===== src/rtl/serial_full_subtractor.sv =====
// Bit-serial LSB-first D=A-B; a beat accepted at edge N is on the outputs after edge N+PIPE_DEPTH-1.
// A held output (out_valid && !out_ready) freezes pipe and borrow, in_ready drops; SERIAL_SUB_OVF_EN adds ovf.
module serial_full_subtractor #(
  parameter int PIPE_DEPTH = 5
) (
  input  logic clk,
  input  logic rst,
  input  logic in_valid,
  output logic in_ready,
  input  logic in_first,
  input  logic in_last,
  input  logic a,
  input  logic b,
  output logic out_valid,
  input  logic out_ready,
  output logic out_first,
  output logic out_last,
  output logic d,
  output logic bout,
  output logic err
`ifdef SERIAL_SUB_OVF_EN
  ,
  output logic ovf
`endif
);

  typedef enum logic {
    IDLE = 1'b0,
    BUSY = 1'b1
  } state_t;

  typedef struct packed {
    logic vld;
    logic d;
    logic bout;
    logic first;
    logic last;
`ifdef SERIAL_SUB_OVF_EN
    logic ovf;
`endif
  } stage_t;

  state_t state_q, state_d;
  logic   br_q, br_d;
  logic   err_q, err_d;
  stage_t pipe_q [PIPE_DEPTH];
  stage_t stage0;
  logic   stall, accept, lead, bin, bnext;

  assign stall    = pipe_q[PIPE_DEPTH-1].vld && !out_ready;
  assign in_ready = !stall;
  assign accept   = in_valid && in_ready;

  // A beat arriving with no word open is treated as the LSB so its borrow-in is 0.
  always_comb begin
    state_d = state_q;
    br_d    = br_q;
    err_d   = err_q;
    stage0  = '0;
    lead    = in_first || (state_q == IDLE);
    bin     = lead ? 1'b0 : br_q;
    bnext   = (~a & b) | (~(a ^ b) & bin);
    if (accept) begin
      stage0.vld   = 1'b1;
      stage0.d     = a ^ b ^ bin;
      stage0.bout  = in_last & bnext;
      stage0.first = in_first;
      stage0.last  = in_last;
`ifdef SERIAL_SUB_OVF_EN
      stage0.ovf   = in_last & (bin ^ bnext);
`endif
      if (in_first ? (state_q == BUSY) : (state_q == IDLE)) begin
        err_d = 1'b1;
      end
      if (in_last) begin
        state_d = IDLE;
        br_d    = 1'b0;
      end else begin
        state_d = BUSY;
        br_d    = bnext;
      end
    end
  end

  always_ff @(posedge clk) begin
    if (rst) begin
      state_q <= IDLE;
      br_q    <= 1'b0;
      err_q   <= 1'b0;
    end else begin
      state_q <= state_d;
      br_q    <= br_d;
      err_q   <= err_d;
    end
  end

  // Bubbles shift along with data so every beat sees the same fixed latency.
  always_ff @(posedge clk) begin
    if (rst) begin
      for (int i = 0; i < PIPE_DEPTH; i++) begin
        pipe_q[i] <= '0;
      end
    end else if (!stall) begin
      pipe_q[0] <= stage0;
      for (int i = 1; i < PIPE_DEPTH; i++) begin
        pipe_q[i] <= pipe_q[i-1];
      end
    end
  end

  assign out_valid = pipe_q[PIPE_DEPTH-1].vld;
  assign out_first = pipe_q[PIPE_DEPTH-1].first;
  assign out_last  = pipe_q[PIPE_DEPTH-1].last;
  assign d         = pipe_q[PIPE_DEPTH-1].d;
  assign bout      = pipe_q[PIPE_DEPTH-1].bout;
  assign err       = err_q;
`ifdef SERIAL_SUB_OVF_EN
  assign ovf       = pipe_q[PIPE_DEPTH-1].ovf;
`endif

endmodule


===== config.mk =====
export PLATFORM = sky130hd
export DESIGN_NAME = serial_full_subtractor
export DESIGN_NICKNAME = d
export VERILOG_FILES = /design/src/rtl/serial_full_subtractor.sv
export SDC_FILE = /design/constraint.sdc
export NUM_CORES = 1
export LEC_CHECK = 0
export CAP_MARGIN = 20
export CORE_MARGIN = 10
export CORE_UTILIZATION = 35
export DETAILED_ROUTE_END_ITERATION = 8
export GPL_TIMING_DRIVEN = 0
export PLACE_DENSITY = 0.57
export SETUP_SLACK_MARGIN = 0.5
export SLEW_MARGIN = 25
export SYNTH_ARGS = -nofsm -noshare
export SYNTH_HDL_FRONTEND = slang
export SYNTH_SLANG_ARGS = --single-unit

===== constraint.sdc =====
create_clock -name clk -period 1.7 [get_ports clk]
set_clock_uncertainty 0.15 [all_clocks]
set_input_delay 0.34 -clock clk [delete_from_list [all_inputs] [get_ports clk]]
set_output_delay 0.34 -clock clk [all_outputs]
set_load 0.02 [all_outputs]

==> key figures <==
Yosys
  • Top-area cell type share of the netlist area: 69.12%
  • Sequential share of the synthesized area: 74.65%
  • Yosys cell types: 20
  • Synth top cells by count: edfxtp_1, and2_1, dfxtp_1, inv_1
  • Post-synth top area cell: edfxtp_1
  • Syn_nets: 82
  • Top-count cell post-synth: edfxtp_1
  • Syn Area/Cell: 15.08 um2
  • Synthesis-stage register bit count: 28
  • Synth warnings: 0
  • Syn Inst Count: 72
  • Post-synth top flop: edfxtp_1
  • FFs w/ async S/R, synth: 0%
  • Post-synth EDFFs: 25
  • Synth Cell Area: 1086 um2
  • Area contributors post-synth: edfxtp_1, and2_1, dfxtp_1

Power and ir drop
  • Switching share of power: 19.00%
  • Int Pwr: 1.050 mW
  • P per Cell Area: 913.9 nW/um2
  • Total power: 1.297 mW
  • Switching pwr: 0.2464 mW
  • Combinational share of power: 6.6%
  • Reg power frac: 59.6%
  • Leak Pwr: 0.5972 nW
  • Clk pwr share: 33.8%
  • Peak supply drop: 0.3109 mV

Placed design
  • DP Area: 1311 um2
  • Placer Congestion: 0.6942
  • Pre-CTS WS: -663.9 ps
  • Input/output buffers: 14
  • Placed cells: 119
  • HPWL Detailed: 1.144 mm

Worst setup path
  • Gate family responsible for the most delay along the worst path: adder cells
  • Arrival time at the worst endpoint: 1730 ps
  • Worst path bufs/invs: 0
  • Critical Path, Cell by Cell: ha_4 > nand2_4 > fa_2 > or4_1 > a21oi_1
  • Max FO, Critical Path: 2
  • Crit Path Class: register to register
  • Slowest stage cell, crit path: or4_1
  • Startpoint types: register
  • Crit. End Element: register
  • CP max stage delay: 400 ps
  • Critical path required time: 1830 ps

Status
  • Status: completed

Layout
  • Layout cells sized above 1: 31.91%
  • Nets@finish: 105
  • Area grow syn2layout: 30.65%
  • Post-route design area: 1419 um2
  • Filler cells: 271
  • Non-filler instance count after layout: 127
  • # diodes: 0

Global route
  • First-pass GRT wire length: 2.753 mm
  • Number of global-route vias before repair: 650
  • Total congestion overflow: 0
  • Initial antenna violation count: 0
  • Largest net degree at the start of global routing: 26
  • GR Util All Layers: 6.313%

STA
  • Crit path time final: 1605 ps
  • Final Cycle Share: 94.40%
  • Setup violators final: 0
  • Unrepaired setup endpoints after global routing: yes
  • Max frequency: 0.6231 GHz
  • Slew headroom: 76.64%
  • Hold Violations, Final: 0
  • Slew Limit Fails: 0
  • Worst slew pin tran: 350.3 ps
  • Setup TNS: 0 ps
  • Final worst slack: 95.18 ps

Die
  • Core Rows: 20
  • Die width: 75.71 um
  • # IOs: 15
  • Initial Util: 36.17%
  • Die H: 75.71 um
  • Core area: 3003 um2
  • Die area: 5731 um2

Route
  • Drt drc: 0
  • DRT Pass-1 Iters: 4
  • Drt initial violations: 47
  • Final wirelength: 1.672 mm
  • Routed length per instance: 13.17 um
  • Via density: 4.732
  • Via count: 601
  • Post-route ant nets: 0

Clock tree
  • Maximum clock path buffer count: 2
  • Root Buffer: clkbuf_4
  • Hold Buf Count CTS: 0
  • CTS tree: built
  • H-tree depth: 1
  • Clk_lat worst skew: 330 ps
  • Sink Count: 28
  • CTS buffer count: 3
  • Clock slew at reported path FFs: 160 ps

Job
  • Number of max-cap violations: 0

Hold path
  • Worst min path class: primary input to register
[what timing repair did]
action / in CTS / in global routing
buffers inserted: 1 / 3
resized for setup: 44 / 12
endpoints found under the setup margin: 60 / 59
pin swaps: 2 / 1
[cells in the final DEF (no fill, tap or decap)]
cell,synthesis,routed
nor3_2,0,1
buf_2,0,1
or4_1,1,1
nor2b_4,0,1
a311oi_1,1,1
dlygate4sd2_1,0,1
dfxtp_1,3,1
ha_4,0,1
edfxtp_1,25,25
clkbuf_4,0,3
inv_2,1,1
inv_4,0,1
or2b_4,0,1
clkdlybuf4s15_2,0,1
o21ai_0,1,1
a21oi_1,2,2
nor2_1,2,2
buf_6,0,6
fa_2,0,1
clkdlybuf4s50_1,0,5
buf_4,0,6
inv_12,0,1
a31oi_1,1,1
nor4_1,1,1
dfxtp_2,0,2
bufinv_16,0,1
nand2_4,0,1
and3b_1,1,1
inv_1,3,1
and2_1,22,21
and2_4,0,1
[stage by stage]
step | hold slack [ps] | util [%]
floorplan | 259.1 | -
global placement | 312.2 | 43.67
detailed placement | 337.9 | 43.67
CTS | 334.0 | 45.46
global route | 358.7 | 47.25
finish | 364.5 | 47.25
[registers in the layout, indices dropped and copies added (netlist names)]
| name | cells |
|---|---|
| br_q | 1 |
| err | 1 |
| pipe_q | 25 |
| state_q | 1 |
[tightest hold or removal path, delay by kind of cell]
kind,cells,cell delay [ps]
buffers and inverters,2,310
AND/OR/NAND/NOR,1,40
[kinds of logic after synthesis]
group                    Yosys count  share of synthesized area, %
buffers and inverters              6                         2.074
flip-flops                        28                         74.65
adder cells (fa/ha/maj)            2                         2.995
AO/OA/AOI/OAI                      5                         2.765
AND/OR/NAND/NOR                   31                         17.51
[metal layers]
metal	share of wire, %	GRT usage, %	up-vias
li1	-	-	295
met1	45	6.568	288
met2	46	10.58	14
met3	7.0	2.865	4
met4	1.5	3.093	0
met5	0	0	-
[power groups by stage]
stage               clock network, mW  logic (mW)  registers (mW)
finish                          0.438      0.0857           0.773
global route                    0.463      0.0953           0.776
global placement                    0      0.0762           0.787
CTS                             0.444      0.0797           0.773
detailed placement                  0      0.0796           0.787
floorplan                           0      0.0322           0.791
[final timing paths]
kind,start,end,slack [ps],cells past startpoint
max,state_q$_SDFFE_PP0P_,br_q$_SDFFE_PP0P_,100,5
min,in_first,pipe_q[0][1]$_SDFFCE_PN0P_,360,3
max reg2reg,state_q$_SDFFE_PP0P_,br_q$_SDFFE_PP0P_,100,5
min reg2reg,err$_SDFFE_PP0P_,err$_SDFFE_PP0P_,360,2
[final cells by class]
type | count | area, um2 | share of cell area, %
Buffer | 2 | 15.01 | 1.058
Clock buffer | 3 | 22.52 | 1.587
Inverter | 4 | 30.03 | 2.116
Multi-Input combinational cell | 38 | 294.0 | 20.72
Tap cell | 33 | 41.29 | 2.910
Timing Repair Buffer | 18 | 172.7 | 12.17
Sequential cell | 28 | 813.3 | 57.32
Clock inverter | 1 | 30.03 | 2.116
Power figures use the tool's default switching activity.
